==> config.mk <==
export PLATFORM = sky130hd
export DESIGN_NAME = clkgate_ctrl
export DESIGN_NICKNAME = d
export VERILOG_FILES = /design/src/rtl/clkgate_ctrl.sv
export SDC_FILE = /design/constraint.sdc
export NUM_CORES = 1
export LEC_CHECK = 0
export CORE_AREA = 2 2 39 41
export DETAILED_ROUTE_END_ITERATION = 7
export DIE_AREA = 0 0 41 43
export PLACE_DENSITY_LB_ADDON = 0.1
export SLEW_MARGIN = 10
export SYNTH_ARGS = -nofsm -noshare
export SYNTH_HDL_FRONTEND = slang
export SYNTH_SLANG_ARGS = --single-unit
==> constraint.sdc <==
create_clock -name clk -period 1.6 [get_ports clk]
set_input_delay 0.24 -clock clk [delete_from_list [all_inputs] [get_ports clk]]
set_output_delay 0.24 -clock clk [all_outputs]
set_load 0.05 [all_outputs]
==> src/rtl/clkgate_ctrl.sv <==
// Idle-driven clock-gate controller: stops the gated clock after IDLE_CYCLES quiet cycles
// and restarts it on busy/wake_req. Optional force_on input when CLKGATE_CTRL_FORCE_ON_EN is defined.
module clkgate_ctrl #(
  parameter int IDLE_CYCLES = 16,
  parameter int WAKE_CYCLES = 2
) (
  input  logic clk,
  input  logic rst_n,
  input  logic busy,
  input  logic wake_req,
`ifdef CLKGATE_CTRL_FORCE_ON_EN
  input  logic force_on,
`endif
  output logic clk_en,
  output logic wake_ack,
  output logic gated
);

  localparam int CW_I = $clog2(IDLE_CYCLES);
  localparam int CW_W = $clog2(WAKE_CYCLES);
  localparam int CW_M = (CW_I > CW_W) ? CW_I : CW_W;
  // A one-cycle configuration would give a zero-width counter; keep at least one bit.
  localparam int CW   = (CW_M > 0) ? CW_M : 1;

  localparam logic [CW-1:0] IDLE_LAST = CW'(IDLE_CYCLES - 1);
  localparam logic [CW-1:0] WAKE_LAST = CW'(WAKE_CYCLES - 1);

  typedef enum logic [1:0] {
    RUN  = 2'd0,
    IDLE = 2'd1,
    OFF  = 2'd2,
    WAKE = 2'd3
  } state_t;

  state_t        state, state_nxt;
  logic [CW-1:0] cnt, cnt_nxt;
  logic          force_act;
  logic          act;
  logic          ack_nxt;

`ifdef CLKGATE_CTRL_FORCE_ON_EN
  assign force_act = force_on;
`else
  assign force_act = 1'b0;
`endif

  assign act = busy | wake_req | force_act;

  always_comb begin
    state_nxt = state;
    cnt_nxt   = cnt;
    case (state)
      RUN: begin
        // An open handshake (request or acknowledge still high) pins the clock on.
        if (!act && !wake_ack) begin
          state_nxt = IDLE;
          cnt_nxt   = '0;
        end
      end
      IDLE: begin
        if (act) begin
          state_nxt = RUN;
          cnt_nxt   = '0;
        end else if (cnt == IDLE_LAST) begin
          state_nxt = OFF;
        end else begin
          cnt_nxt = cnt + 1'b1;
        end
      end
      OFF: begin
        if (act) begin
          state_nxt = WAKE;
          cnt_nxt   = '0;
        end
      end
      WAKE: begin
        if (cnt == WAKE_LAST) begin
          state_nxt = RUN;
          cnt_nxt   = '0;
        end else begin
          cnt_nxt = cnt + 1'b1;
        end
      end
      default: begin
        state_nxt = RUN;
        cnt_nxt   = '0;
      end
    endcase
  end

  // Acknowledge only once the clock has been running for a full cycle in RUN.
  assign ack_nxt = (state == RUN) && (state_nxt == RUN) && wake_req;

  always_ff @(posedge clk or negedge rst_n) begin
    if (!rst_n) begin
      state    <= RUN;
      cnt      <= '0;
      clk_en   <= 1'b1;
      wake_ack <= 1'b0;
      gated    <= 1'b0;
    end else begin
      state    <= state_nxt;
      cnt      <= cnt_nxt;
      clk_en   <= (state_nxt != OFF);
      gated    <= (state_nxt == OFF);
      wake_ack <= ack_nxt;
    end
  end

endmodule
Yosys cells after proc, flatten, opt, wreduce, memory -nomap -nowiden
Cells that the tools add are included.
- register bits after elaboration: 9
- input bits: 4
- logic and storage cells: 37
- mux-type cells: 12
- reduce and logical (&&, ||, !) cells: 8
- eq/ne operators: 10
- add/sub/neg operators: 1
- bitwise gates (word level): 1
- operators by type and width (cell ; number):
    $mux W4 ; 5
    $pmux W4 S4 ; 1
    $mux W2 ; 5
    $pmux W2 S4 ; 1
    $eq A2 B2 Y1 const B ; 3
    $ne A2 B2 Y1 const B ; 3
    $add A4 B1 Y4 const B ; 1
    $eq A4 B1 Y1 const B ; 1
    $eq A4 B4 Y1 const B ; 1
    $logic_not A2 Y1 ; 2
    $logic_and A1 B1 Y1 ; 3
    $ne A3 B3 Y1 const B ; 1
    $reduce_and A3 Y1 ; 1
    $eq A2 B1 Y1 const B ; 1
    $logic_not A1 Y1 ; 2
    $or A1 B1 Y1 ; 1

Depth between registers and ports, before layout
- depth in word-level cells: 8
- gate-level depth with buffers: 6

Worst setup path before layout
OpenSTA, ideal clock, no wires.
- path type: flip-flop to flip-flop
- from: reg cnt[0]
- to: reg cnt[0]
- cell stages (with the launch flop): 6
- setup time: 0.125 ns
- setup slack: 0.162 ns
- required time: 1.475 ns
- period minus slack after synthesis: 1.438 ns
- arrival time: 1.313 ns
- path buffers: 0
- cells stage by stage: dfrtp_1 ha_1 and3_4 a21oi_1 o32ai_1 mux2_2
- word-level cells in the longest chain between the ends: 4
- elaborated cells between the ends (all ways): 9
- those cells by class: 1 x add/sub; 3 x eq/ne; 4 x mux; 1 x reduce/logical
- RTL lines (element ; RTL line ; RTL):
    start, declared ; 36 ; logic [CW-1:0] cnt, cnt_nxt;
    start signal, assigned ; 103 ; cnt <= cnt_nxt;
    $add A4 B1 Y4 ; 67, 81 ;
    $mux W4 ; 64 ; end else if (cnt == IDLE_LAST) begin
    $mux W4 ; 61 ; if (act) begin
    $pmux W4 S4 ; 52 ; case (state)
Several ways; a longest one is shown, not always the timed one. The select of a mux whose other input is x is not followed.
A chain may end at the register's enable or synchronous reset.

Final worst setup path
Ends and elaborated chain as after synthesis.

==> reports/metrics.cfg <==
[synth]
syn_area_per_cell_um2 = 10.5
synth.distinct_cells = 28
yosysTopAreaCellShare_pct = 37.4
ys_top_cells_by_area = dfrtp_1 (37%), dfstp_2 (4.9%), a21oi_1 (4.7%)
syn_nets = 57
synth_top_area_cell = dfrtp_1
synth_warnings = 0
netlist_area_um2 = 536
synth-seq-cells = 9
seq_area_frac_synth_pct = 42.3
synth_cells = 51

[hold_path]
hp-class = input port to async pin

[critical_path]
setup.worst_path.class = register to register
r2r_start = cnt[0]$_DFFE_PN0P_
reg2regPathDepth = 5
critPathCaptureType = register
crit_arrival_ns = 1.67
cpPeakStageDelay_ns = 0.44
rrSetupSlack_ns = 0.09
worstSetupStartpoint = cnt[0]$_DFFE_PN0P_
r2r-end = cnt[0]$_DFFE_PN0P_
crit_required_ns = 1.76
slowest_stage = dfrtp_2
start_kind = register
worstPathCellList = ha_2 -> and3_4 -> a21oi_2 -> o32ai_1 -> mux2_2
cp_max_fo = 5

[sta]
whs_ns = 0.267
slew_headroom_pct = 71.3
fin_crit_ns = 1.51
worst_pin_slew_ns = 0.430
fin_crit_sh_pct = 94.2
slew_viol_final = 0
hold_viol = 0
setup_viol = 0
rsz0062_at_grt = false
fin_skew_ns = 0.00741
fmax_mhz = 663

[clock_tree]
ctsHoldBuffers = 0
clockBufferDepth = 2
cts_resized = 0
htreeDepth = 1
cts_tree = yes
clkLatencyLatePin_ns = 0.27
cts_made_buffers = 3
clockRootBuffer = clkbuf_4
clock-sinks = 9
postCtsSetupBuffers = 0
clk_pin_slew_worst_paths_ns = 0.07

[pwr]
power_mw = 0.497
peakVddDrop_mv = 0.438
power.leakage_nw = 0.291
powerDensity_nw_per_um2 = 764

[cells_and_area]
post-route-util_pct = 47.0
final_common_cell = dfrtp_1
final_area_um2 = 651
fill_cells = 124
final_cell_mix = dfrtp_1 (7), nand2_1 (4), a21oi_1 (4)
nets = 67
antennaDiodeCount = 0
instances_no_fill = 76
post_route_cells_drive_above_1_share_pct = 28.3
syn_to_final_growth_pct = 21.5

[die]
die_w_um = 41
die_area_um2 = 1760
coreArea_um2 = 1380
ioPinCount = 7
start_util_pct = 38.7
die_h_um = 43
std_cell_rows = 14

[detailed_routing]
post_drt_wl_per_cell_um = 14.6
wl_mm = 1.11
ant_nets = 0
via_per_inst = 5.70
vias = 433
first_pass_iters = 4
drt_iter0_drc = 7
drc = 0

[place]
place_congestion = 0.776
placed_cells = 72
dp_hpwl_um = 812
placed_cell_area_um2 = 612
portBuffers = 6

[global_routing]
grt_pass1_vias = 421
grtUsageTotal_pct = 15.4
overflow = 0
antenna_found_initial = 0
grt_pass1_wl_mm = 1.74
grt_max_degree = 13

[outcome]
status = finished clean

[job]
drv_cap = 0

## per-layer routing
metal  wire length (µm)  global-route usage, %  part of all wire [%]  up-vias
li1                   -                      -                     -      205
met1                472                   16.2                    43      211
met2                548                   24.7                    50       12
met3                 57                   6.28                   5.1        5
met4                 28                   8.00                   2.5        0
met5                  0                      0                     0        -
## critical path, delay by kind of cell, from the launching register on
kind | cells | cell delay [ns]
flops | 1 | 0.44
simple gates | 1 | 0.20
fa+ha+maj | 1 | 0.21
compound gates | 2 | 0.26
mux | 1 | 0.29
## Yosys cell counts
cell,count
a21o_1,2
a21oi_1,5
a22o_1,1
a41oi_1,1
and3_4,1
buf_2,1
buf_6,1
dfrtp_1,8
dfstp_2,1
ha_1,2
inv_1,2
mux2_2,1
nand2_1,4
nand2b_1,2
nand4_1,1
nand4bb_1,1
nor2_1,2
nor2b_1,3
nor3_2,1
nor3b_1,2
nor4_1,1
nor4b_4,1
o211a_1,1
o21a_1,1
o21ai_0,2
o2bb2ai_1,1
o32ai_1,1
or2_4,1
## per-stage QoR
| step | worst slack, ns | setup TNS, ns |
|---|---|---|
| floorplan | 0.162 | 0 |
| global placement | 0.00822 | 0 |
| detailed placement | -0.0439 | -0.114 |
| CTS | 0.00678 | 0 |
| global route | 0.0327 | 0 |
| finish | 0.0923 | 0 |
## how the worst max path moves through the flow
stage,slack [ns],to,cells past startpoint
floorplan,0.16,cnt[0]$_DFFE_PN0P_,5
global placement,0.008,cnt[0]$_DFFE_PN0P_,5
detailed placement,-0.04,cnt[2]$_DFFE_PN0P_,6
CTS,0.007,cnt[0]$_DFFE_PN0P_,5
global route,0.03,cnt[0]$_DFFE_PN0P_,6
finish,0.09,cnt[0]$_DFFE_PN0P_,5
## cells by family after synthesis
logic type | after synthesis | synth area share [%]
buffers and inverters | 4 | 4.44
muxes | 1 | 2.10
AOI/OAI and AO/OA | 15 | 19.2
DFF | 9 | 42.3
adders and majority gates | 2 | 4.67
and+or+nand+nor | 20 | 27.3
## registers in the layout, summed over array words and instances (netlist names)
register	count
wake_ack	1
state	2
gated	1
cnt	4
clk_en	1
## area by class of cell
type | count | area [µm²] | share of cell area (%)
timing repair buffer | 7 | 72.6 | 11.2
sequential | 9 | 228 | 35.0
multi-input combinational | 38 | 297 | 45.6
inverter | 2 | 7.51 | 1.15
clock buffer | 4 | 26.3 | 4.04
tap | 16 | 20.0 | 3.08
## power breakdown
group          internal, mW  total (mW)  switching [mW]
sequential            0.236       0.248          0.0122
clock                0.0964       0.183          0.0864
combinational        0.0315      0.0664          0.0349
total                 0.364       0.497           0.133
(Power assumes the default switching activity.)
==> edit 1: new RTL, same flow settings <==
The parameter `WAKE_CYCLES` goes from 2 to 1.
--- a/src/rtl/clkgate_ctrl.sv
+++ b/src/rtl/clkgate_ctrl.sv
@@ -3,5 +3,5 @@
 module clkgate_ctrl #(
   parameter int IDLE_CYCLES = 16,
-  parameter int WAKE_CYCLES = 2
+  parameter int WAKE_CYCLES = 1
 ) (
   input  logic clk,
Function: no difference found for any inputs over 10 cycles, from zero or initial values and one cycle with rst_n low; that may be too few to reach the edited logic, so the function may still have changed.
==> edit 1 against the unedited design <==
The flow now finishes with violations (negative setup slack); final cell count rose by 12%; routed wire length rose by 7.2%; cell area rose by 4.6%; sequential cell count did not move; critical path depth did not move; synthesized area fell by 0.70%; worst setup slack got worse by 0.098 ns; fmax fell by 6.1%; critical path type unchanged; hold slack improved by 0.00082 ns.
Power is not compared: it rests on default switching activity, and its combinational part moved more than twofold at a synthesized area within 25%.
==> edit 1: results (changes against the unedited design) <==
The instance area at placement came out at 647 µm² (was 612 µm²). The dominant register cell in the synthesized netlist was dfrtp_1 (unchanged). The share of the core filled with cells in the final layout came out at 0.492 (was 0.470). The via density per instance was 5.52 (was 5.70). The global-route wire length before repair is 2040 µm (was 1740 µm). The weighted congestion at the end of routability-driven global placement came to 0.720 (was 0.776). The largest net degree at the start of global routing came to 12 (was 13). The cell at the root of the clock tree is clkbuf_4 (unchanged). The number of failing setup endpoints in the final timing report is 1 (was 0).

The global-route usage over all layers is 0.171 (was 0.154). Commonest cells post-synth: 8 x dfrtp_1, 6 x nor2_1, 4 x inv_1 (was 8 x dfrtp_1, 5 x a21oi_1, 4 x nand2_1). The relative area of non-clock buffer cells in the final design was 0.184 (was 0.112). The number of antenna violations at the first check in global routing was 0 (unchanged). The initial detailed-routing violation count came out at 11 (was 7).

Cell types occupying the most area after synthesis: dfrtp_1 38%, dfstp_2 4.9%, ha_1 4.7% (was dfrtp_1 37%, dfstp_2 4.9%, a21oi_1 4.7%). The actual slew at the worst max-slew pin is 0.405 ns (was 0.430 ns). The number of global-route vias before repair is 439 (was 421). The number of buffer cells added on primary ports came out at 6 (unchanged). The busiest layer in global routing is met1 (was met2). The antenna diode count came out at 0 (unchanged).

The amount of wire on met3 after detailed routing was 24 µm (was 57 µm). The post-DP HPWL came to 868 µm (was 812 µm). The met3 usage came out at 0.0471 (was 0.0628). The final reports fail on negative setup slack. The filler cell count is 138 (was 124). The count of yosys warnings during synthesis came out at 0 (unchanged). The flip-flop and latch area is 226 µm² (was 228 µm²). The wire length on met2 is 529 µm (was 548 µm). The final-report max-slew violation count was 0 (unchanged). The met1 wire length came out at 611 µm (was 472 µm). The distinct cell type count of the synthesized netlist is 29 (was 28). The sequential share of the synthesized area came out at 0.426 (was 0.423). The cell area power density is 881 nW/µm².

The number of nets in the layout came out at 76 (was 67). The number of CTS-inserted buffers came out at 3 (unchanged). The number of non-clock buffers is 14 (was 7). The setup TNS came out at -0.00554 ns (was 0 ns). The area used by multi-input combinational logic came to 267 µm² (was 297 µm²). The worst-case IR drop observed on VDD is 603 µV. The number of sinks handled by clock tree synthesis came to 9 (unchanged).

The post-placement setup slack came to -0.173 ns (was -0.0439 ns). The data arrival time at the worst-slack endpoint is 1.76 ns (was 1.67 ns). The post-layout worst setup margin came to -0.00554 ns (was 0.0923 ns). The global routing usage on met1 is 0.268 (was 0.162). The clock tree cell share of total cell area is 0.0404 (about the same).

The mean instance size in the synthesized netlist came out at 9.85 µm² (was 10.5 µm²). The met2 track utilization from global routing is 0.209 (was 0.247). The share of layout cells above drive strength 1 came to 0.304 (was 0.283). The largest clock skew in the final design came out at 0.00107 ns (was 0.00741 ns).

The non-clock inverter count in the final layout came out at 4 (was 2). The top routing layer in use was met4 (unchanged). The total vias in the final route is 469 (was 433). Run status: complete, but fails checks (was finished clean). The net count after synthesis came out at 60 (was 57). The per-cell routed wire length came out at 14.0 µm (was 14.6 µm). The number of cells in the design after placement is 81 (was 72).
edit 1: critical path, cell delays in order, from the launching register on:
cell     delay (ns)
dfrtp_1        0.43
inv_1          0.08
ha_2           0.17
or3b_1         0.34
a22o_1         0.22
a32o_1         0.25
edit 1: logic make-up after synthesis:
group | Yosys count | synth area share
AOI/OAI and AO/OA | 15 | 0.207
DFF | 9 | 0.426
buffers and inverters | 7 | 0.0847
and+or+nand+nor | 21 | 0.235
adders and majority gates | 2 | 0.0471
edit 1: final timing paths:
| kind | slack (ns) | end | cells past startpoint | startpoint |
|---|---|---|---|---|
| min in group clk | 0.61 | cnt[1] | 1 | cnt[1] |
| setup reg to reg | -0.006 | cnt[1] | 5 | cnt[1] |
| hold reg to reg | 0.61 | cnt[1] | 1 | cnt[1] |
| setup / recovery | -0.006 | cnt[1] | 5 | cnt[1] |
| hold / removal | 0.27 | cnt[3] | 1 | rst_n |
| max in group asynchronous | 1.01 | clk_en | 1 | rst_n |
==> edit 2: new RTL, same settings <==
Made on the original files. The 4 states of `state_t` get a one-hot encoding in 4 bits.
--- a/src/rtl/clkgate_ctrl.sv
+++ b/src/rtl/clkgate_ctrl.sv
@@ -26,9 +26,9 @@
   localparam logic [CW-1:0] WAKE_LAST = CW'(WAKE_CYCLES - 1);
 
-  typedef enum logic [1:0] {
-    RUN  = 2'd0,
-    IDLE = 2'd1,
-    OFF  = 2'd2,
-    WAKE = 2'd3
+  typedef enum logic [3:0] {
+    RUN  = 4'b0001,
+    IDLE = 4'b0010,
+    OFF  = 4'b0100,
+    WAKE = 4'b1000
   } state_t;
 
Behaviour: same outputs for any inputs over 10 cycles, from zero or initial values and one cycle with rst_n low; not proved beyond that.
==> edit 2 against the unedited design <==
Sequential cell count grew 2; cell area grew 48%; hold slack gained 0.040 ns; clock skew shrank 0.00066 ns; synthesized area grew 7.2%; worst setup slack lost 0.084 ns; routed wire length grew 32%; critical path type unchanged; largest cell class unchanged; highest routed layer unchanged.
Power is not compared: it rests on default switching activity, and its combinational part moved more than twofold at a synthesized area within 25%.
==> edit 2: results (changes against the unedited design) <==
The sequential share of the synthesized area is 0.484 (was 0.423). Run status: finished clean (unchanged). The number of instances resized during post-cts repair came out at 18 (was 0). The worst reg-to-reg setup slack came to 0.008 ns (was 0.09 ns). The number of detailed-route iterations in the first pass is 3 (was 4). The slowest cell on the critical path is or4_4 (was dfrtp_2). The launch instance of the worst register-to-register path is state[2] (was cnt[0]). The logic depth of the worst register-to-register path is 4 (was 5). The mux cell area share after synthesis came out at 0.0392 (was 0.0210).

The weighted congestion at the end of routability-driven global placement came out at 0.785 (was 0.776). The number of nets in the layout is 92 (was 67). Commonest cells post-synth: 9 x dfrtp_1, 9 x nor2_1, 3 x inv_1, 3 x nand2b_1 (was 8 x dfrtp_1, 5 x a21oi_1, 4 x nand2_1).

The initial detailed-routing violation count is 14 (was 7). The global-route wire length before repair came to 2350 µm (was 1740 µm). The largest net degree at the start of global routing was 12 (was 13). The gate family responsible for the most delay along the worst path was compound AO/OA/AOI/OAI gates (was flip-flops). The filler cell count is 94 (was 124). The largest incremental delay on the critical path came out at 0.54 ns (was 0.44 ns). The routed wire length is 1460 µm (was 1110 µm). The synthesized-area fraction occupied by ao, oa, aoi and oai cells came out at 0.161 (was 0.192).

The count of yosys warnings during synthesis came to 0 (unchanged). Cell types occupying the most area after synthesis: dfrtp_1 39%, dfstp_2 9.2%, nor2_1 5.9% (was dfrtp_1 37%, dfstp_2 4.9%, a21oi_1 4.7%). Largest registers: cnt (4), state (4) (was cnt (4), state (2)). The share of layout cells above drive strength 1 was 0.588 (was 0.283). The async set or reset register ratio after synthesis came out at 1.00 (unchanged). The headroom to the max-slew limit came to 0.656 (was 0.713). The internal power of the cells totals 588 µW. The number of failing hold endpoints at the final stage was 0 (unchanged). The synthesized-area fraction occupied by adder cells came out at 0.0436 (was 0.0467).

The net count after synthesis came out at 61 (was 57). The number of global-route vias before repair came to 518 (was 421). The largest clock skew in the final design came out at 0.00675 ns (was 0.00741 ns). The number of buffer cells added on primary ports came out at 6 (unchanged). The highest fanout seen on the critical path is 6 (was 5). The data arrival time at the worst-slack endpoint came out at 1.80 ns (was 1.67 ns). The capture point of the worst path is cnt[2] (was cnt[0]). The via density per instance is 5.28 (was 5.70).
-- edit 2: per-stage QoR --
stage           util  cell area (µm²)  hold WS [ns]  std cells  setup slack, ns
3_3_place_gp   0.552              763         0.546         90           -0.188
2_1_floorplan      -              581       -0.0556         55           0.0114
4_1_cts        0.657              910         0.332         98         0.000517
5_1_grt        0.698              966         0.351        101          -0.0741
6_report       0.698              966         0.306        101          0.00838
3_5_place_dp   0.552              763         0.569         90           -0.226
-- edit 2: routing by layer --
layer / vias to the layer above / wire length, µm / track usage
li1: 259 / - / -
met2: 5 / 759 / 0.306
met4: 0 / 23 / 0.0800
met1: 265 / 653 / 0.275
met3: 4 / 27 / 0.0314
met5: - / 0 / 0
-- edit 2: area by class of cell --
class                           count  area [µm²]  share of cell area
Multi-Input combinational cell     41         399               0.413
Sequential cell                    11         280               0.290
Inverter                            3        13.8              0.0142
Timing Repair Buffer               26         226               0.234
Tap cell                           16        20.0              0.0207
Clock buffer                        4        26.3              0.0272
